===== config.mk =====
export PLATFORM = sky130hd
export DESIGN_NAME = fp_final_pipe_flat
export DESIGN_NICKNAME = d
export VERILOG_FILES = /design/src/rtl/fp_final_pipe_if.sv /design/src/rtl/fp_final_pipe.sv /design/src/flat_wrapper.sv
export SDC_FILE = /design/constraint.sdc
export NUM_CORES = 1
export LEC_CHECK = 0
export ABC_AREA = 1
export ABC_CLOCK_PERIOD_IN_PS = 3700
export CORE_UTILIZATION = 30
export CTS_CLUSTER_DIAMETER = 60
export DETAILED_ROUTE_END_ITERATION = 7
export HOLD_SLACK_MARGIN = 0.02
export PLACE_DENSITY = 0.53
export SETUP_SLACK_MARGIN = 0.15
export SLEW_MARGIN = 20
export SYNTH_ARGS = -nofsm -noshare
export SYNTH_HDL_FRONTEND = slang
export SYNTH_SLANG_ARGS = --single-unit
export TNS_END_PERCENT = 10

===== constraint.sdc =====
create_clock -name clk -period 3.7 [get_ports clk]
set_input_delay 0.925 -clock clk [delete_from_list [all_inputs] [get_ports clk]]
set_output_delay 0.925 -clock clk [all_outputs]
set_load 0.01 [all_outputs]

===== src/rtl/fp_final_pipe_if.sv =====
// Handshake and data bundle for the FP final pack/exception stage.
// The slave modport is the pipe's view; the master modport is the producer/consumer side.
interface fp_final_pipe_if #(
    parameter int WEXP  = 8,
    parameter int WFRAC = 23
);
    logic                  in_valid;
    logic                  in_ready;
    logic [WFRAC-1:0]      a_frac;
    logic [WFRAC-1:0]      b_frac;
    logic                  sa;
    logic                  sb;
    logic                  abig;
    logic                  ainf;
    logic                  binf;
    logic                  anan;
    logic                  bnan;
    logic                  asignan;
    logic                  bsignan;
    logic                  denorm;
    logic                  inex;
    logic                  expneg;
    logic [WEXP:0]         exp;
    logic                  effop;
    logic                  op;
    logic                  zero;
    logic [WFRAC-1:0]      roundsum;
    logic [1:0]            rmode;
    logic                  overtrap;
    logic                  undertrap;
    logic                  out_valid;
    logic                  out_ready;
    logic [WEXP+WFRAC:0]   result;
    logic [3:0]            out_flags;
    logic [3:0]            sticky_flags;
    logic                  flag_clear;
    logic                  trap_pulse;

    modport master (
        output in_valid, a_frac, b_frac, sa, sb, abig, ainf, binf, anan, bnan,
               asignan, bsignan, denorm, inex, expneg, exp, effop, op, zero,
               roundsum, rmode, overtrap, undertrap, out_ready, flag_clear,
        input  in_ready, out_valid, result, out_flags, sticky_flags, trap_pulse
    );

    modport slave (
        input  in_valid, a_frac, b_frac, sa, sb, abig, ainf, binf, anan, bnan,
               asignan, bsignan, denorm, inex, expneg, exp, effop, op, zero,
               roundsum, rmode, overtrap, undertrap, out_ready, flag_clear,
        output in_ready, out_valid, result, out_flags, sticky_flags, trap_pulse
    );
endinterface


===== src/rtl/fp_final_pipe.sv =====
// Two-stage pipelined IEEE-754 special-case resolution, packing and exception flagging
// for the FP adder, with valid/ready backpressure, sticky status and a trap pulse.
module fp_final_pipe #(
    parameter int WEXP  = 8,
    parameter int WFRAC = 23
) (
    input  logic            clk,
    input  logic            rst_n,
    fp_final_pipe_if.slave  bus
);

    // Trapped results are rebiased: overflow subtracts 3*2^(WEXP-2), which mod 2^WEXP is +2^(WEXP-2).
    localparam logic [WEXP-1:0] OVF_ADJ   = WEXP'(1 << (WEXP - 2));
    localparam logic [WEXP-1:0] UNF_ADJ   = WEXP'(3 << (WEXP - 2));
    localparam logic [WEXP-1:0] EXP_MAXFN = {{(WEXP-1){1'b1}}, 1'b0};
    localparam logic [WFRAC-1:0] QNAN_BIT = {1'b1, {(WFRAC-1){1'b0}}};

    logic w_s1Adv;
    logic w_s2Adv;
    logic w_outXfer;

    logic w_specInput;
    logic w_overflow;
    logic w_underflow;
    logic w_invalid;
    logic w_inexact;
    logic w_signMux;
    logic w_finalSign;

    logic                 r_s1Valid;
    logic [WFRAC-1:0]     r_s1AFrac;
    logic [WFRAC-1:0]     r_s1BFrac;
    logic                 r_s1ANan;
    logic                 r_s1BNan;
    logic                 r_s1Spec;
    logic                 r_s1Ovf;
    logic                 r_s1Unf;
    logic                 r_s1Inv;
    logic                 r_s1Inx;
    logic                 r_s1Sign;
    logic                 r_s1Zero;
    logic                 r_s1Denorm;
    logic [WEXP-1:0]      r_s1Exp;
    logic [WFRAC-1:0]     r_s1Round;
    logic [1:0]           r_s1Rmode;
    logic                 r_s1OvTrap;
    logic                 r_s1UnTrap;

    logic w_rp;
    logic w_rz;
    logic w_rm;
    logic w_clamp;
    logic w_ovfTrapped;
    logic w_trap;
    logic [WEXP-1:0]  w_biasExp;
    logic [WFRAC-1:0] w_nanFrac;
    logic [WEXP-1:0]  w_expOut;
    logic [WFRAC-1:0] w_fracOut;

    logic                 r_s2Valid;
    logic [WEXP+WFRAC:0]  r_result;
    logic [3:0]           r_flags;
    logic                 r_s2Trap;
    logic [3:0]           r_sticky;
    logic                 r_trapPulse;

    assign w_s2Adv   = ~r_s2Valid | bus.out_ready;
    assign w_s1Adv   = ~r_s1Valid | w_s2Adv;
    assign w_outXfer = r_s2Valid & bus.out_ready;

    assign w_specInput = bus.ainf | bus.binf | bus.anan | bus.bnan;
    assign w_overflow  = (bus.exp[WEXP] | (&bus.exp[WEXP-1:0])) & ~bus.expneg
                         & ~w_specInput & ~bus.zero;
    assign w_underflow = bus.expneg & (bus.inex | bus.undertrap);
    assign w_invalid   = (bus.ainf & bus.binf & bus.effop) | bus.asignan | bus.bsignan;
    assign w_inexact   = (bus.inex | (w_overflow & ~bus.overtrap)) & ~w_specInput;
    assign w_signMux   = bus.zero ? (bus.sa & bus.sb & ~bus.op)
                                  : ((bus.abig & bus.sa) | ((bus.sb ^ bus.op) & (~bus.abig | bus.sa)));
    assign w_finalSign = (bus.zero & (bus.rmode == 2'b11) & (bus.sa ^ bus.sb)) | w_signMux;

    always_ff @(posedge clk) begin
        if (!rst_n) begin
            r_s1Valid <= 1'b0;
        end else if (w_s1Adv) begin
            r_s1Valid <= bus.in_valid;
        end
    end

    always_ff @(posedge clk) begin
        if (w_s1Adv && bus.in_valid) begin
            r_s1AFrac  <= bus.a_frac;
            r_s1BFrac  <= bus.b_frac;
            r_s1ANan   <= bus.anan;
            r_s1BNan   <= bus.bnan;
            r_s1Spec   <= w_specInput;
            r_s1Ovf    <= w_overflow;
            r_s1Unf    <= w_underflow;
            r_s1Inv    <= w_invalid;
            r_s1Inx    <= w_inexact;
            r_s1Sign   <= w_finalSign;
            r_s1Zero   <= bus.zero;
            r_s1Denorm <= bus.denorm;
            r_s1Exp    <= bus.exp[WEXP-1:0];
            r_s1Round  <= bus.roundsum;
            r_s1Rmode  <= bus.rmode;
            r_s1OvTrap <= bus.overtrap;
            r_s1UnTrap <= bus.undertrap;
        end
    end

    assign w_rz         = (r_s1Rmode == 2'b01);
    assign w_rp         = (r_s1Rmode == 2'b10);
    assign w_rm         = (r_s1Rmode == 2'b11);
    assign w_clamp      = r_s1Ovf & (w_rz | (w_rp & r_s1Sign) | (w_rm & ~r_s1Sign));
    assign w_ovfTrapped = r_s1Ovf & r_s1OvTrap;
    assign w_biasExp    = r_s1Exp + (w_ovfTrapped ? OVF_ADJ : UNF_ADJ);
    assign w_trap       = w_ovfTrapped | (r_s1Unf & r_s1UnTrap) | r_s1Inv;
    // Forcing the MSB keeps the NaN quiet while the rest of the payload comes from the NaN operand.
    assign w_nanFrac    = (r_s1ANan ? r_s1AFrac : r_s1BFrac) | QNAN_BIT;

    always_comb begin
        w_expOut = r_s1Exp;
        if (w_ovfTrapped || ((r_s1Unf || r_s1Denorm) && r_s1UnTrap)) begin
            w_expOut = w_biasExp;
        end else if (r_s1Spec || r_s1Ovf || r_s1Unf || r_s1Zero || r_s1Denorm) begin
            if ((r_s1Unf || r_s1Zero || r_s1Denorm) && !r_s1Inv) begin
                w_expOut = '0;
            end else if (w_clamp) begin
                w_expOut = EXP_MAXFN;
            end else begin
                w_expOut = '1;
            end
        end
    end

    always_comb begin
        w_fracOut = r_s1Round;
        if (r_s1Spec || r_s1Ovf || r_s1Unf || r_s1Inv) begin
            if (r_s1ANan || r_s1BNan || r_s1Inv) begin
                w_fracOut = w_nanFrac;
            end else if (w_clamp) begin
                w_fracOut = '1;
            end else begin
                w_fracOut = '0;
            end
        end
    end

    always_ff @(posedge clk) begin
        if (!rst_n) begin
            r_s2Valid <= 1'b0;
            r_result  <= '0;
            r_flags   <= '0;
            r_s2Trap  <= 1'b0;
        end else if (w_s2Adv) begin
            r_s2Valid <= r_s1Valid;
            if (r_s1Valid) begin
                r_result <= {r_s1Sign, w_expOut, w_fracOut};
                r_flags  <= {r_s1Ovf, r_s1Unf, r_s1Inv, r_s1Inx};
                r_s2Trap <= w_trap;
            end
        end
    end

    // A clear and a new set in the same cycle leave the new flags standing.
    always_ff @(posedge clk) begin
        if (!rst_n) begin
            r_sticky    <= '0;
            r_trapPulse <= 1'b0;
        end else begin
            r_sticky    <= (bus.flag_clear ? 4'b0000 : r_sticky) | (w_outXfer ? r_flags : 4'b0000);
            r_trapPulse <= w_outXfer & r_s2Trap;
        end
    end

    assign bus.in_ready     = w_s1Adv;
    assign bus.out_valid    = r_s2Valid;
    assign bus.result       = r_result;
    assign bus.out_flags    = r_flags;
    assign bus.sticky_flags = r_sticky;
    assign bus.trap_pulse   = r_trapPulse;

endmodule


===== src/flat_wrapper.sv =====
// flat-port wrapper written by rule: the top's interface ports become plain ports
module fp_final_pipe_flat 
#(
    parameter int WEXP  = 8,
    parameter int WFRAC = 23
)
  (clk, rst_n, bus_in_valid, bus_a_frac, bus_b_frac, bus_sa, bus_sb, bus_abig, bus_ainf, bus_binf, bus_anan, bus_bnan, bus_asignan, bus_bsignan, bus_denorm, bus_inex, bus_expneg, bus_exp, bus_effop, bus_op, bus_zero, bus_roundsum, bus_rmode, bus_overtrap, bus_undertrap, bus_out_ready, bus_flag_clear, bus_in_ready, bus_out_valid, bus_result, bus_out_flags, bus_sticky_flags, bus_trap_pulse);
  fp_final_pipe_if #(.WEXP(WEXP), .WFRAC(WFRAC)) bus_i ();
  input  logic clk;
  input  logic rst_n;
  input wire logic [$bits(bus_i.in_valid)-1:0] bus_in_valid;
  input wire logic [$bits(bus_i.a_frac)-1:0] bus_a_frac;
  input wire logic [$bits(bus_i.b_frac)-1:0] bus_b_frac;
  input wire logic [$bits(bus_i.sa)-1:0] bus_sa;
  input wire logic [$bits(bus_i.sb)-1:0] bus_sb;
  input wire logic [$bits(bus_i.abig)-1:0] bus_abig;
  input wire logic [$bits(bus_i.ainf)-1:0] bus_ainf;
  input wire logic [$bits(bus_i.binf)-1:0] bus_binf;
  input wire logic [$bits(bus_i.anan)-1:0] bus_anan;
  input wire logic [$bits(bus_i.bnan)-1:0] bus_bnan;
  input wire logic [$bits(bus_i.asignan)-1:0] bus_asignan;
  input wire logic [$bits(bus_i.bsignan)-1:0] bus_bsignan;
  input wire logic [$bits(bus_i.denorm)-1:0] bus_denorm;
  input wire logic [$bits(bus_i.inex)-1:0] bus_inex;
  input wire logic [$bits(bus_i.expneg)-1:0] bus_expneg;
  input wire logic [$bits(bus_i.exp)-1:0] bus_exp;
  input wire logic [$bits(bus_i.effop)-1:0] bus_effop;
  input wire logic [$bits(bus_i.op)-1:0] bus_op;
  input wire logic [$bits(bus_i.zero)-1:0] bus_zero;
  input wire logic [$bits(bus_i.roundsum)-1:0] bus_roundsum;
  input wire logic [$bits(bus_i.rmode)-1:0] bus_rmode;
  input wire logic [$bits(bus_i.overtrap)-1:0] bus_overtrap;
  input wire logic [$bits(bus_i.undertrap)-1:0] bus_undertrap;
  input wire logic [$bits(bus_i.out_ready)-1:0] bus_out_ready;
  input wire logic [$bits(bus_i.flag_clear)-1:0] bus_flag_clear;
  output wire logic [$bits(bus_i.in_ready)-1:0] bus_in_ready;
  output wire logic [$bits(bus_i.out_valid)-1:0] bus_out_valid;
  output wire logic [$bits(bus_i.result)-1:0] bus_result;
  output wire logic [$bits(bus_i.out_flags)-1:0] bus_out_flags;
  output wire logic [$bits(bus_i.sticky_flags)-1:0] bus_sticky_flags;
  output wire logic [$bits(bus_i.trap_pulse)-1:0] bus_trap_pulse;
  assign bus_i.in_valid = bus_in_valid;
  assign bus_i.a_frac = bus_a_frac;
  assign bus_i.b_frac = bus_b_frac;
  assign bus_i.sa = bus_sa;
  assign bus_i.sb = bus_sb;
  assign bus_i.abig = bus_abig;
  assign bus_i.ainf = bus_ainf;
  assign bus_i.binf = bus_binf;
  assign bus_i.anan = bus_anan;
  assign bus_i.bnan = bus_bnan;
  assign bus_i.asignan = bus_asignan;
  assign bus_i.bsignan = bus_bsignan;
  assign bus_i.denorm = bus_denorm;
  assign bus_i.inex = bus_inex;
  assign bus_i.expneg = bus_expneg;
  assign bus_i.exp = bus_exp;
  assign bus_i.effop = bus_effop;
  assign bus_i.op = bus_op;
  assign bus_i.zero = bus_zero;
  assign bus_i.roundsum = bus_roundsum;
  assign bus_i.rmode = bus_rmode;
  assign bus_i.overtrap = bus_overtrap;
  assign bus_i.undertrap = bus_undertrap;
  assign bus_i.out_ready = bus_out_ready;
  assign bus_i.flag_clear = bus_flag_clear;
  assign bus_in_ready = bus_i.in_ready;
  assign bus_out_valid = bus_i.out_valid;
  assign bus_result = bus_i.result;
  assign bus_out_flags = bus_i.out_flags;
  assign bus_sticky_flags = bus_i.sticky_flags;
  assign bus_trap_pulse = bus_i.trap_pulse;
  fp_final_pipe #(.WEXP(WEXP), .WFRAC(WFRAC)) u_core (.clk(clk), .rst_n(rst_n), .bus(bus_i));
endmodule

# == Yosys cells after proc, flatten, opt, wreduce, memory -nomap -nowiden ==
# Cells that the tools add are included.
# word_totals
ff_bits,133
input_bits,102
out_inout_bits,43
wordCells,108
# op_classes
add_sub_neg,1
n_eq_ne,4
mux,12
n_bitwise,50
n_reduce_logical,17
# op_table
operator,n
$mux W23,3
$mux W8,4
$mux W22,1
$and A1 B1 Y1,21
$or A1 B1 Y1,17
$logic_or A1 B1 Y1,11
$not A1 Y1,9
$add A8 B8 Y8,1
$mux W4,2
$reduce_and A8 Y1,1
$eq A2 B2 Y1 const B,3
$or A4 B4 Y4,1
$logic_and A1 B1 Y1,3
$eq A2 B1 Y1 const B,1
$mux W1,2
$reduce_and A2 Y1,1
$xor A1 B1 Y1,2
$logic_not A1 Y1,1

# == Logic depth before layout (Yosys ltp) ==
# Gate-level depths: netlist of run 1.
# logic_depth
ltp_word,9
ltp_mapped,8
mapped_depth_nobuf,8

# == Worst setup path after synthesis of run 1 ==
# OpenSTA, ideal clock, no wires.
# synth_path
kind,input port to flip-flop
startpoint,in bus_out_ready
endpoint,reg u_core.r_s1AFrac[0] (enable)
setup_time_ps,443
arrival_ps,2932
required_time_ps,3257
slack_ps,325
cell_stages,4
path_buffers,0
path_cell_list,inv_2 nand3_1 nand2_1 inv_1
# synth_via
elab_chain_len,3
# synth_lines
item,line_no,text
start: declaration,flat_wrapper.sv:34,input wire logic [$bits(bus_i.out_ready)-1:0] bus_out_ready;
$or A1 B1 Y1,fp_final_pipe.sv:67,assign w_s2Adv = ~r_s2Valid | bus.out_ready;
$or A1 B1 Y1,fp_final_pipe.sv:68,assign w_s1Adv = ~r_s1Valid | w_s2Adv;
via bus_in_ready,flat_wrapper.sv:36,output wire logic [$bits(bus_i.in_ready)-1:0] bus_in_ready;
$logic_and A1 B1 Y1,fp_final_pipe.sv:90,if (w_s1Adv && bus.in_valid) begin
end signal: assignment,fp_final_pipe.sv:91,r_s1AFrac <= bus.a_frac;
end: declaration,fp_final_pipe.sv:31,logic [WFRAC-1:0] r_s1AFrac;
# The timed path passes the listed nets, and every way through them passes these cells.
# A chain may end at the register's enable or synchronous reset.

# == Worst setup path after layout of run 1 ==
# layout_path
startpoint,in bus_out_ready
endpoint,out bus_in_ready
# layout_via
elab_chain_len,2
# layout_lines
item,line_no
$or A1 B1 Y1,fp_final_pipe.sv:67
$or A1 B1 Y1,fp_final_pipe.sv:68
end: declaration,flat_wrapper.sv:36
# No other way between the ends.

==> results.py, run 1 <==
metrics = {
    "run_status": {
        "status": "completed",
    },
    "cts": {
        "cts_tree": "yes",
        "cts_root_buffer": "clkbuf_16",
        "numCtsBuffers": 17,
        "clock_sinks": 133,
        "cts_hold_buf": 0,
        "postCtsSetupBuffers": 0,
        "cts.htree.levels": 4,
        "clk_latency_ns": 0.41,
        "cts.reportedPaths.clkPinSlew_ns": 0.05,
        "cts_max_path_buffers": 2,
        "post_cts_resized": 0,
    },
    "synth": {
        "ys_async_sr_fraction": 0,
        "syn_area_sq_um": 5374,
        "synthesis.nets": 608,
        "seq_area_frac_synth": 0.6612,
        "syn-mean-instance-area_sq_um": 10.64,
        "yosysWarnings": 0,
        "yosysUniqueCellTypes": 34,
        "synth_flop_cell": "edfxtp_1",
        "synth_edf_count": 89,
        "synth_top_area_cell": "edfxtp_1",
        "synth_top_area_share": 0.4973,
        "synth_area_leaders": "edfxtp_1 50%, dfxtp_1 16%, nand3_1 7.5%",
        "ys_ff_latch": 133,
        "syn_inst": 505,
    },
    "layout": {
        "final_common_cell": "clkdlybuf4s50_1",
        "synthToLayoutAreaGrowth_pct": 40.33,
        "layout_common_cells": "142 x clkdlybuf4s50_1, 99 x nand2_1, 89 x edfxtp_1",
        "n_fill_cell": 1664,
        "drive_gt1_frac": 0.1047,
        "nets": 749,
        "diodes": 0,
    },
    "pwr": {
        "p_per_area_nw_per_um2": 488.6,
        "power.share.combinational": 0.110,
        "internal-power_w": 0.002846,
        "irDropWorstVdd_mv": 0.3034,
        "power_frac_clock": 0.422,
        "p_switching_w": 0.0008382,
        "leakage_nw": 2.896,
        "share_seq_of_total_power": 0.468,
        "p_sw_frac": 0.2275,
    },
    "global_route": {
        "grt_pass1_vias": 3947,
        "grt.total_usage": 0.1520,
        "gr-total-overflow": 0,
        "grt_pass1_wl_mm": 20.58,
        "grt_max_degree": 50,
        "antenna_found_initial": 0,
    },
    "sta": {
        "setup_viol": 0,
        "finalClockSkew_ns": 0.01385,
        "period_needed_ns": 3.214,
        "rsz0062_at_grt": "no",
        "finalSetupTns_ns": 0,
        "slew_viol_final": 0,
        "period_share": 0.8686,
        "timing.fmax_ghz": 0.3111,
        "hold_viol": 0,
        "worstMarginPinSlew_ns": 0.9707,
        "relSlewSlack": 0.3513,
        "whs_ns": 0.4678,
    },
    "floorplan": {
        "die_h_um": 135.8,
        "fp-row-count": 48,
        "dieWidth_um": 135.8,
        "start_util": 0.3085,
        "io_pins": 145,
        "die_area_sq_um": 18450,
        "core_area_sq_um": 17420,
    },
    "routing": {
        "drtIter0Drc": 223,
        "drc": 0,
        "wl_per_cell_um": 15.28,
        "first_pass_iters": 4,
        "drt-total-wl_mm": 13.51,
        "viasPerCell": 4.641,
        "route.vias.total": 4103,
        "ant_nets": 0,
    },
    "setup_path": {
        "path_buf_inv": 3,
        "cp_slowest_cell": "clkdlybuf4s50_1",
        "end_kind": "primary output",
        "cp_cell_sequence": "clkdlybuf4s50_1, inv_2, nand3_1, clkdlybuf4s50_1",
        "cp.required_ns": 2.77,
        "path_common_cell": "clkdlybuf4s50_1",
        "cpPeakStageDelay_ns": 0.59,
        "crit_path_max_fanout": 6,
        "crit_path_start_kind": "input pin",
        "path_class": "input pin to primary output",
        "critical-path-top-delay-family": "buffers and inverters",
        "worstPathArrival_ns": 2.29,
    },
    "job": {
        "cap_viol_max_count": 0,
    },
    "worst_hold_path": {
        "min_path_type": "register to register",
    },
    "place": {
        "io_buffer_count": 142,
        "dp_hpwl_mm": 9.156,
        "gp_congestion": 0.7885,
    },
}
worst reg2reg max path: stages (launching register included):
cell	delay, ns
edfxtp_1	0.36
buf_4	0.24
inv_2	0.40
nand2_2	0.45
inv_2	0.12
nand2_1	0.56
nand3_1	0.36
a21oi_2	0.08
worst paths after layout:
check / startpoint / endpoint / slack, ns / cells after the start
max: bus_out_ready / bus_in_ready / 0.49 / 4
min: u_core.bus.sticky_flags[1]$_SDFF_PN0_ / u_core.bus.sticky_flags[1]$_SDFF_PN0_ / 0.47 / 2
max reg2reg: u_core.r_s1ANan$_DFFE_PP_ / u_core.bus.result[16]$_SDFFE_PN0P_ / 1.04 / 7
min reg2reg: u_core.bus.sticky_flags[1]$_SDFF_PN0_ / u_core.bus.sticky_flags[1]$_SDFF_PN0_ / 0.47 / 2
kinds of logic (layout without fill, tap and decap cells):
logic type,Yosys count,in the layout,share of synthesized area
compound gates,78,78,0.08708
xor+xnor,2,2,0.003260
fa+ha+maj,1,1,0.002328
buf+inv,70,224,0.06054
flops,133,133,0.6612
mux,1,1,0.002095
simple gates,220,220,0.1835
power groups by stage:
stage                     clock, W  combinational (W)  sequential, W
after floorplan                  0           0.000173        0.00176
after global placement           0           0.000407        0.00175
after detailed placement         0           0.000412        0.00175
after CTS                  0.00160           0.000414        0.00172
after global routing       0.00166           0.000445        0.00173
final                      0.00155           0.000407        0.00172
state kept, by name, summed over array words and instances (netlist names), 2 cells and up:
register                 count
u_core.bus.out_flags         4
u_core.bus.sticky_flags      4
u_core.bus.result           32
u_core.r_s1BFrac            22
u_core.r_s1Round            23
u_core.r_s1AFrac            22
u_core.r_s1Exp               8
u_core.r_s1Rmode             2
cell type report:
| cell class | count | area [sq um] | area share |
|---|---|---|---|
| sequential | 133 | 3553 | 0.4712 |
| inverter | 44 | 166.4 | 0.02207 |
| tap | 225 | 281.5 | 0.03733 |
| timing repair buffer | 148 | 1491 | 0.1978 |
| clock buffer | 25 | 506.7 | 0.06720 |
| multi-input combinational | 302 | 1495 | 0.1983 |
| clock inverter | 7 | 46.29 | 0.006139 |
Yosys cell counts, drive strengths merged, types with 2 or more instances:
cell,number
clkinv,11
nand3,81
o21ai,40
a21oi,31
nand4,3
buf,19
edfxtp,89
nor2,33
a31oi,2
clkbuf,7
nand2,101
dfxtp,44
inv,33
xnor2,2
through the flow:
step	util	cell area [sq um]	total power (W)	instances	setup WS, ns
2_1_floorplan	-	5374	0.001937	505	0.3249
3_3_place_gp	0.4012	6988	0.002160	852	0.5015
3_5_place_dp	0.4012	6988	0.002166	852	0.4759
4_1_cts	0.4330	7541	0.003739	884	0.4658
5_1_grt	0.4330	7541	0.003839	884	0.4213
6_report	0.4330	7541	0.003684	884	0.4861
metal layers:
metal,part of all wire,GRT usage,wire [um],vias to the layer above
met5,0,0,0,-
met4,0.012,0.05743,165,0
met3,0.044,0.03691,597,12
met2,0.50,0.2491,6777,111
met1,0.44,0.1931,5965,1961
li1,-,-,-,2019
No activity file was read; power rests on OpenSTA's default activity.
==> inputs of run 2 (changes only) <==
--- a/config.mk
+++ b/config.mk
@@ -11,7 +11,7 @@
 export CTS_CLUSTER_DIAMETER = 60
 export DETAILED_ROUTE_END_ITERATION = 7
 export HOLD_SLACK_MARGIN = 0.02
-export PLACE_DENSITY = 0.53
+export PLACE_DENSITY = 0.6
 export SETUP_SLACK_MARGIN = 0.15
 export SLEW_MARGIN = 20
 export SYNTH_ARGS = -nofsm -noshare
==> run 2 against run 1 <==
- utilization is 0.34 points higher
- clock power is 14% higher
- sequential cell count stayed put
- highest routed layer unchanged
- non-clock buffer count is 1 lower
- worst setup slack better by 0.027 ns
- routed wire length is 1.5% lower
==> results.py, run 2 (synthesis gave the netlist of run 1 again) <==
metrics = {
    "routing": {
        "route.vias.total": 4091,
        "wl_per_cell_um": 15.06,
        "first_pass_iters": 4,
        "ant_nets": 0,
        "drtIter0Drc": 198,
        "drc": 0,
        "drt-total-wl_mm": 13.30,
        "viasPerCell": 4.633,
    },
    "sta": {
        "period_needed_ns": 3.187,
        "hold_viol": 0,
        "fin_ws_ns": 0.5128,
        "worstMarginPinSlew_ns": 0.9427,
        "period_share": 0.8614,
        "rsz0062_at_grt": "no",
        "timing.fmax_ghz": 0.3138,
        "setup_viol": 0,
        "relSlewSlack": 0.3700,
        "finalSetupTns_ns": 0,
        "slew_viol_final": 0,
        "finalClockSkew_ns": 0.008760,
    },
    "cts": {
        "cts.reportedPaths.clkPinSlew_ns": 0.05,
        "post_cts_resized": 0,
        "postCtsSetupBuffers": 0,
        "clk_latency_ns": 0.42,
        "clock_sinks": 133,
        "cts_hold_buf": 0,
        "cts.htree.levels": 4,
        "cts_max_path_buffers": 2,
        "cts_root_buffer": "clkbuf_16",
        "numCtsBuffers": 17,
        "cts_tree": "yes",
    },
    "pwr": {
        "internal-power_w": 0.003065,
        "p_per_area_nw_per_um2": 512.8,
        "leakage_nw": 2.922,
        "p_switching_w": 0.0008326,
        "power_frac_clock": 0.454,
        "p_sw_frac": 0.2136,
        "power.share.combinational": 0.103,
        "irDropWorstVdd_mv": 0.3071,
        "share_seq_of_total_power": 0.443,
    },
    "setup_path": {
        "cpPeakStageDelay_ns": 0.59,
        "cp_cell_sequence": "clkdlybuf4s50_1, inv_2, nand3_1, clkdlybuf4s50_1",
        "crit_path_start_kind": "input pin",
        "path_common_cell": "clkdlybuf4s50_1",
        "crit_path_max_fanout": 6,
        "cp.required_ns": 2.77,
        "end_kind": "primary output",
        "reg2reg_slack_ns": 1.11,
        "cp_slowest_cell": "clkdlybuf4s50_1",
        "rr_worst_depth": 7,
        "worstPathArrival_ns": 2.26,
        "path_class": "input pin to primary output",
    },
    "run_status": {
        "status": "completed",
    },
    "layout": {
        "largest_reg_flops": 32,
        "drive_gt1_frac": 0.1049,
        "multiInputGateArea_sq_um": 1495,
        "final_common_cell": "clkdlybuf4s50_1",
        "regArea_sq_um": 3553,
        "layout_common_cells": "142 x clkdlybuf4s50_1, 99 x nand2_1, 89 x edfxtp_1",
        "nets": 748,
        "synthToLayoutAreaGrowth_pct": 41.44,
        "n_fill_cell": 1663,
        "diodes": 0,
    },
    "floorplan": {
        "dieWidth_um": 135.8,
        "die_area_sq_um": 18450,
        "core_area_sq_um": 17420,
        "start_util": 0.3085,
        "fp-row-count": 48,
        "die_h_um": 135.8,
        "io_pins": 145,
    },
    "global_route": {
        "grt_max_degree": 51,
        "grt.total_usage": 0.1506,
        "grt_pass1_wl_mm": 20.51,
        "grt_pass1_vias": 3992,
        "gr-total-overflow": 0,
        "antenna_found_initial": 0,
    },
    "job": {
        "cap_viol_max_count": 0,
    },
    "place": {
        "io_buffer_count": 142,
        "dp_hpwl_mm": 9.347,
        "gp_congestion": 0.7667,
        "dpl_worst_slack_ns": 0.5053,
    },
    "worst_hold_path": {
        "whs_path_depth": 2,
        "min_path_type": "register to register",
    },
}
==> run 2: critical path, delay by kind of cell <==
kind / cells / cell delay [ns]
buffers and inverters: 3 / 1.23
AND/OR/NAND/NOR: 1 / 0.11
==> run 2: through the flow <==
stage | std cells | hold WS, ns | area, sq um | utilization | total power [W]
2_1_floorplan | 505 | 0.4330 | 5374 | - | 0.001937
3_3_place_gp | 851 | 0.4518 | 6968 | 0.4001 | 0.002154
3_5_place_dp | 851 | 0.4569 | 6968 | 0.4001 | 0.002162
4_1_cts | 883 | 0.4656 | 7601 | 0.4364 | 0.003947
5_1_grt | 883 | 0.4832 | 7601 | 0.4364 | 0.004057
6_report | 883 | 0.4677 | 7601 | 0.4364 | 0.003898
==> run 2: path summary, 6_finish.rpt <==
path / from / end
worst max-delay path: bus_out_ready / bus_in_ready
worst min register to register: u_core.bus.sticky_flags[2]$_SDFF_PN0_ / u_core.bus.sticky_flags[2]$_SDFF_PN0_
worst max register to register: u_core.r_s1ANan$_DFFE_PP_ / u_core.bus.result[0]$_SDFFE_PN0P_
worst min-delay path: u_core.bus.sticky_flags[2]$_SDFF_PN0_ / u_core.bus.sticky_flags[2]$_SDFF_PN0_
==> run 2: metal layers <==
layer  vias up  wire (um)  global-route usage  part of all wire
met2       122       6307              0.2406              0.47
met4         0        295             0.07678             0.022
met5         -          0                   0                 0
met1      1934       5994              0.1861              0.45
li1       2016          -                   -                 -
met3        19        698             0.04101             0.052
==> run 2: cell type report <==
type                            instances  area share
Clock inverter                          7     0.01531
Multi-Input combinational cell        302      0.1967
Tap cell                              225     0.03704
Sequential cell                       133      0.4675
Timing Repair Buffer                  147      0.1936
Inverter                               44     0.02189
Clock buffer                           25     0.06798
==> run 2: power by group through the flow <==
stage               combinational (W)  sequential [W]  clock, W
floorplan                    0.000173         0.00176         0
global placement             0.000399         0.00175         0
detailed placement           0.000406         0.00176         0
CTS                          0.000407         0.00173   0.00181
global route                 0.000440         0.00174   0.00188
finish                       0.000402         0.00173   0.00177
==> inputs of run 3 (changes only) <==
--- a/config.mk
+++ b/config.mk
@@ -6,9 +6,9 @@
 export NUM_CORES = 1
 export LEC_CHECK = 0
 export ABC_AREA = 1
-export ABC_CLOCK_PERIOD_IN_PS = 3700
+export ABC_CLOCK_PERIOD_IN_PS = 3300
 export CORE_UTILIZATION = 30
-export CTS_CLUSTER_DIAMETER = 60
+export CTS_CLUSTER_DIAMETER = 200
 export DETAILED_ROUTE_END_ITERATION = 7
 export HOLD_SLACK_MARGIN = 0.02
 export PLACE_DENSITY = 0.6
==> constraint.sdc (replaced) <==
create_clock -name clk -period 3.3 [get_ports clk]
set_input_delay 0.825 -clock clk [delete_from_list [all_inputs] [get_ports clk]]
set_output_delay 0.825 -clock clk [all_outputs]
set_load 0.01 [all_outputs]
==> run 3 against run 2 <==
- first-iteration DRC count grew 20%
- via count shrank 0.54%
- largest cell class unchanged
- critical path depth is the same
- clock skew shrank 0.0019 ns
- critical endpoint unchanged
- hold slack lost 0.0045 ns
- clock power grew 7%
==> results.py, run 3 (synthesis gave the netlist of run 1 again) <==
metrics = {
    "global_route": {
        "grt_max_degree": 90,
        "use_met1": 0.1870,
        "grt_pass1_wl_mm": 20.80,
        "grt.total_usage": 0.1514,
        "antenna_found_initial": 0,
        "met3_usage": 0.04101,
        "gr-total-overflow": 0,
        "grt-busiest-layer": "met2",
        "grt_pass1_vias": 4069,
        "met2_usage": 0.2469,
    },
    "layout": {
        "drive_gt1_frac": 0.1091,
        "n_fill_cell": 1641,
        "fin_area_sq_um": 7587,
        "layout_common_cells": "142 x clkdlybuf4s50_1, 99 x nand2_1, 89 x edfxtp_1",
        "synthToLayoutAreaGrowth_pct": 41.19,
        "largest_reg_flops": 32,
        "final_common_cell": "clkdlybuf4s50_1",
        "fin_cells": 885,
        "nets": 750,
        "diodes": 0,
    },
    "place": {
        "postPlaceCellArea_sq_um": 6998,
        "gp_congestion": 0.7584,
        "io_buffer_count": 142,
        "dp_hpwl_mm": 9.101,
        "post-place-cells": 853,
    },
    "pwr": {
        "power_w": 0.004285,
        "irDropWorstVdd_mv": 0.3527,
        "leakage_nw": 2.913,
        "p_per_area_nw_per_um2": 564.8,
    },
    "floorplan": {
        "fp-row-count": 48,
        "core_area_sq_um": 17420,
        "die_area_sq_um": 18450,
        "dieWidth_um": 135.8,
        "io_pins": 145,
        "start_util": 0.3085,
        "die_h_um": 135.8,
    },
    "routing": {
        "first_pass_iters": 4,
        "drt-total-wl_mm": 13.32,
        "wl_per_cell_um": 15.05,
        "route.vias.total": 4069,
        "drc": 0,
        "viasPerCell": 4.598,
        "ant_nets": 0,
        "drtIter0Drc": 237,
    },
    "cts": {
        "cts.htree.levels": 4,
        "cts.reportedPaths.clkPinSlew_ns": 0.06,
        "cts_tree": "yes",
        "cts_max_path_buffers": 2,
        "cts_root_buffer": "clkbuf_16",
        "post_cts_resized": 0,
        "cts_hold_buf": 0,
        "clock_sinks": 133,
        "numCtsBuffers": 17,
        "clk_latency_ns": 0.41,
        "postCtsSetupBuffers": 0,
    },
    "setup_path": {
        "end_kind": "primary output",
        "reg2reg_from": "u_core.r_s1ANan$_DFFE_PP_",
        "setup.worst_path.start": "bus_out_ready",
        "crit_path_max_fanout": 6,
        "r2r_end": "u_core.bus.result[0]$_SDFFE_PN0P_",
        "rr_worst_depth": 7,
        "path_class": "input pin to primary output",
        "reg2reg_slack_ns": 0.80,
        "cp.required_ns": 2.47,
        "crit_end": "bus_in_ready",
        "crit_path_start_kind": "input pin",
        "worstPathArrival_ns": 2.19,
    },
    "run_status": {
        "status": "completed",
    },
    "sta": {
        "worstMarginPinSlew_ns": 0.9192,
        "finalClockSkew_ns": 0.006853,
        "whs_ns": 0.4632,
        "finalSetupTns_ns": 0,
        "period_share": 0.9126,
        "setup_viol": 0,
        "timing.fmax_ghz": 0.3320,
        "hold_viol": 0,
        "rsz0062_at_grt": "no",
        "period_needed_ns": 3.012,
        "slew_viol_final": 0,
        "relSlewSlack": 0.3857,
    },
    "worst_hold_path": {
        "min_path_type": "register to register",
        "hold_start": "u_core.r_s2Trap$_SDFFE_PN0P_",
    },
    "job": {
        "cap_viol_max_count": 0,
    },
}
==> run 3: changes by cell type in the layout (fill, tap and decap cells not counted), moves of 2 or more <==
| cell | delta |
|---|---|
| clkinv_2 | +2 |
| clkbuf_8 | -4 |
| clkinvlp_4 | +2 |
| clkbuf_1 | -2 |
==> run 3: per-stage QoR <==
| stage | setup WS, ns | utilization |
|---|---|---|
| 6_report | 0.2884 | 0.4356 |
| 5_1_grt | 0.2171 | 0.4356 |
| 4_1_cts | 0.2859 | 0.4356 |
| 3_5_place_dp | 0.2910 | 0.4018 |
| 3_3_place_gp | 0.3094 | 0.4018 |
| 2_1_floorplan | 0.4049 | - |
==> run 3: final cells by class <==
type / instances / area [sq um] / area share
clock buffer: 18 / 429.2 / 0.05656
clock inverter: 14 / 160.2 / 0.02111
inverter: 44 / 168.9 / 0.02226
multi-input combinational: 302 / 1495 / 0.1971
sequential: 133 / 3553 / 0.4683
tap: 225 / 281.5 / 0.03710
timing repair buffer: 149 / 1499 / 0.1976
==> run 3: metal layers <==
layer  wire length [um]  vias to the layer above
li1                   -                     2022
met5                  0                        -
met2               6419                      128
met4                242                        0
met3                656                       15
met1               6004                     1904
==> run 3: worst max-delay path, stage by stage <==
cell,delay (ns)
clkdlybuf4s50_1,0.59
inv_2,0.09
nand3_1,0.12
clkdlybuf4s50_1,0.55
==> run 3: power by group <==
part           switching [W]  leakage (nW)  internal (W)
clock network       0.000715         0.287       0.00118
logic               0.000217          1.39      0.000237
registers          0.0000464          1.23       0.00189
total               0.000978          2.91       0.00331
==> run 3: how the worst min path moves through the flow <==
stage,endpoint,slack [ns],cells past startpoint
3_3_place_gp,u_core.bus.sticky_flags[1]$_SDFF_PN0_,0.45,2
3_5_place_dp,u_core.bus.trap_pulse$_SDFF_PN0_,0.45,2
4_1_cts,u_core.bus.trap_pulse$_SDFF_PN0_,0.46,2
6_report,u_core.bus.trap_pulse$_SDFF_PN0_,0.46,2
5_1_grt,u_core.bus.trap_pulse$_SDFF_PN0_,0.48,2
2_1_floorplan,u_core.bus.trap_pulse$_SDFF_PN0_,0.43,2
==> edit, RTL diff (config.mk and constraints of run 2) <==
`WFRAC` is set to 23 in 3 places; all go to 46.
--- a/src/rtl/fp_final_pipe_if.sv
+++ b/src/rtl/fp_final_pipe_if.sv
@@ -2,7 +2,7 @@
 // The slave modport is the pipe's view; the master modport is the producer/consumer side.
 interface fp_final_pipe_if #(
     parameter int WEXP  = 8,
-    parameter int WFRAC = 23
+    parameter int WFRAC = 46
 );
     logic                  in_valid;
     logic                  in_ready;
--- a/src/rtl/fp_final_pipe.sv
+++ b/src/rtl/fp_final_pipe.sv
@@ -2,7 +2,7 @@
 // for the FP adder, with valid/ready backpressure, sticky status and a trap pulse.
 module fp_final_pipe #(
     parameter int WEXP  = 8,
-    parameter int WFRAC = 23
+    parameter int WFRAC = 46
 ) (
     input  logic            clk,
     input  logic            rst_n,
--- a/src/flat_wrapper.sv
+++ b/src/flat_wrapper.sv
@@ -2,7 +2,7 @@
 module fp_final_pipe_flat 
 #(
     parameter int WEXP  = 8,
-    parameter int WFRAC = 23
+    parameter int WFRAC = 46
 )
   (clk, rst_n, bus_in_valid, bus_a_frac, bus_b_frac, bus_sa, bus_sb, bus_abig, bus_ainf, bus_binf, bus_anan, bus_bnan, bus_asignan, bus_bsignan, bus_denorm, bus_inex, bus_expneg, bus_exp, bus_effop, bus_op, bus_zero, bus_roundsum, bus_rmode, bus_overtrap, bus_undertrap, bus_out_ready, bus_flag_clear, bus_in_ready, bus_out_valid, bus_result, bus_out_flags, bus_sticky_flags, bus_trap_pulse);
   fp_final_pipe_if #(.WEXP(WEXP), .WFRAC(WFRAC)) bus_i ();
Ports: changed (resized bus_a_frac, bus_b_frac, bus_result and bus_roundsum); port bits go from 145 to 237. No check against the original RTL was run, so the function may have changed too.
==> edit against run 2 <==
Clock power rose by 64%. Wire length grew 83%. Cell area up 66%. Worst setup slack got worse by 0.070 ns. Power up 66%. Area after synthesis rose by 67%. Sequential cell count rose by 92. Cell count increased by 66%. First-iteration DRC count is 98% higher. Largest power group is now registers.
==> edit: results (changes against run 2) <==
** Place
- The count of buffers from port buffering is 234 (+65%).
- The setup slack after placement was 0.4312 ns (-0.07415 ns).
- Post-DP HPWL :: 15630 µm (+67%)
- The final weighted congestion of routability-driven global placement came to 0.7938 (+3.5%).

** Routing
- The sum of routed wire segments on met1 is 10260 µm (+71%).
- Number of vias in the routed layout :: 6819 (+67%)
- Met3 WL :: 1682 µm (+140%)
- 1st-pass router iterations :: 4 (unchanged)
- Routed length per placed instance :: 16.65 µm (+11%)
- The DRC violation count after routing is 0 (unchanged).
- The number of DRC markers after the initial detailed-route iteration came to 393 (+98%).
- Highest metal used :: met4
- The detailed-routed wire length on met2 was 11540 µm (+83%).

** Synth
- Yosys Warn Count :: 0 (unchanged)
- Net Count, Synth :: 1004 (+65%)
- Number of enable-type register cells in the synthesized netlist :: 158 (+78%)
- Dominant cells by area after synthesis :: edfxtp_1 (53%), dfxtp_1 (15%), nand3_1 (8.6%), nand2_1 (7.2%), a21oi_1 (3.0%)
- The commonest cells after synthesis are nand2_1 (171), edfxtp_1 (158), nand3_1 (153).
- Share of synthesized flip-flops with an asynchronous set or reset :: 0 (unchanged)
- Share of the yosys chip area belonging to registers :: 0.6796 (+0.01838)
- The most used flip-flop cell after synthesis is edfxtp_1.
- The distinct cell type count after synthesis was 35 (+2.9%).
- Top-count cell post-synth :: nand2_1

** Clock tree
- Post-CTS resize count :: 0 (unchanged)
- Maximum count of clock buffers along a single path :: 3 (+1)
- The register clock-pin slew on the reported worst setup and hold paths is 0.05 ns (about the same).
- Maximum level of the CTS H-tree :: 1 (-3)
- Root buffer cell :: clkbuf_16
- Number of clock buffers inserted by TritonCTS :: 27 (+10)
- Clk_lat worst skew :: 0.53 ns (+0.11 ns)
- Setup repair bufs after CTS :: 0 (unchanged)

** Layout
- Number of flip-flops under the largest register name :: 55 (+72%)
- The net count reported at finish is 1229 (+64%).
- The filler cell count in the final layout is 2728 (+64%).
- The fraction of final layout cells sized beyond drive strength 1 is 0.07421 (-0.03065).

** STA
- Least-Margin Pin Slew :: 0.7841 ns (-0.1585 ns)
- Post-route clock skew :: 0.009222 ns (+0.0004620 ns)
- The count of final setup violators is 0 (unchanged).

** Power and ir drop
- Worst IR drop on VDD :: 0.0002799 V (-8.9%)
- Standby leakage power :: 5.034 nW (+72%)

** Worst setup path
- The arrival time reported for the critical path endpoint came to 2.33 ns (+0.07 ns).
- The cell count of the worst reg-to-reg path is 6 (-1).
- The peak fanout along the critical path is 3 (-3).

** Global routing
- The global-route wire length before repair was 37730 µm (+84%).
- Largest net degree at the start of global routing :: 81 (+59%)
- The number of global-route vias before repair came to 6930 (+74%).
- The global router's overall resource usage came to 0.1579 (+0.007288).
- Number of antenna violations at the first check in global routing :: 2 (+2)

** Hold path
- The worst hold path belongs to the class reg -> reg.
- The hold path depth came to 2 (unchanged).

** Run status
- Status :: completed
-- edit: through the flow --
stage | cells | utilization | instance area (µm²) | TNS [ns]
5_1_grt | 1464 | 0.4360 | 12650 | 0
3_5_place_dp | 1412 | 0.4011 | 11640 | 0
2_1_floorplan | 832 | - | 8995 | -26.76
6_report | 1464 | 0.4360 | 12650 | 0
4_1_cts | 1462 | 0.4359 | 12650 | 0
3_3_place_gp | 1412 | 0.4011 | 11640 | 0
-- edit: logic make-up (layout without fill, tap and decap cells) --
| group | count (synthesis) | in the layout | share of synthesized area |
|---|---|---|---|
| and+or+nand+nor | 365 | 365 | 0.1798 |
| xor gates and xnor gates | 1 | 1 | 0.0009782 |
| adders and majority gates | 1 | 1 | 0.001397 |
| muxes | 1 | 1 | 0.001257 |
| buffers and inverters | 117 | 363 | 0.06427 |
| other | 0 | 2 | 0 |
| AOI/OAI and AO/OA | 122 | 122 | 0.07266 |
| DFF | 225 | 225 | 0.6796 |
-- edit: layout make-up --
type,instances,area (µm²),share of cell area
multi-input combinational,490,2318,0.1833
clock inverter,13,183.9,0.01454
inverter,67,274.0,0.02166
antenna,2,5.005,0.0003956
timing repair buffer,246,2477,0.1958
tap,384,480.5,0.03798
sequential,225,6086,0.4811
clock buffer,37,825.8,0.06528
-- edit: report_power, final --
part	internal [mW]	switching (mW)	total, mW
sequential	2.86	0.0618	2.93
clock	1.84	1.06	2.90
combinational	0.342	0.312	0.654
-- edit: routing by layer --
layer  global-route usage  vias up
li1                     -     3313
met1               0.1975     3215
met2               0.2639      239
met3              0.03503       52
met4              0.06341        0
met5                    0        -
-- edit: path summary, 6_finish.rpt --
path	from	end	slack (ns)
hold reg to reg	u_core.bus.sticky_flags[2]	u_core.bus.sticky_flags[2]	0.47
hold / removal	u_core.bus.sticky_flags[2]	u_core.bus.sticky_flags[2]	0.47
setup / recovery	bus_out_ready	bus_in_ready	0.44
setup reg to reg	u_core.r_s1ANan	u_core.bus.result[19]	1.48
-- edit: critical path, cell delays in order --
cell and delay [ns]:
clkdlybuf4s50_1 0.72, inv_16 0.04, nand3_4 0.08, clkdlybuf4s50_1 0.56
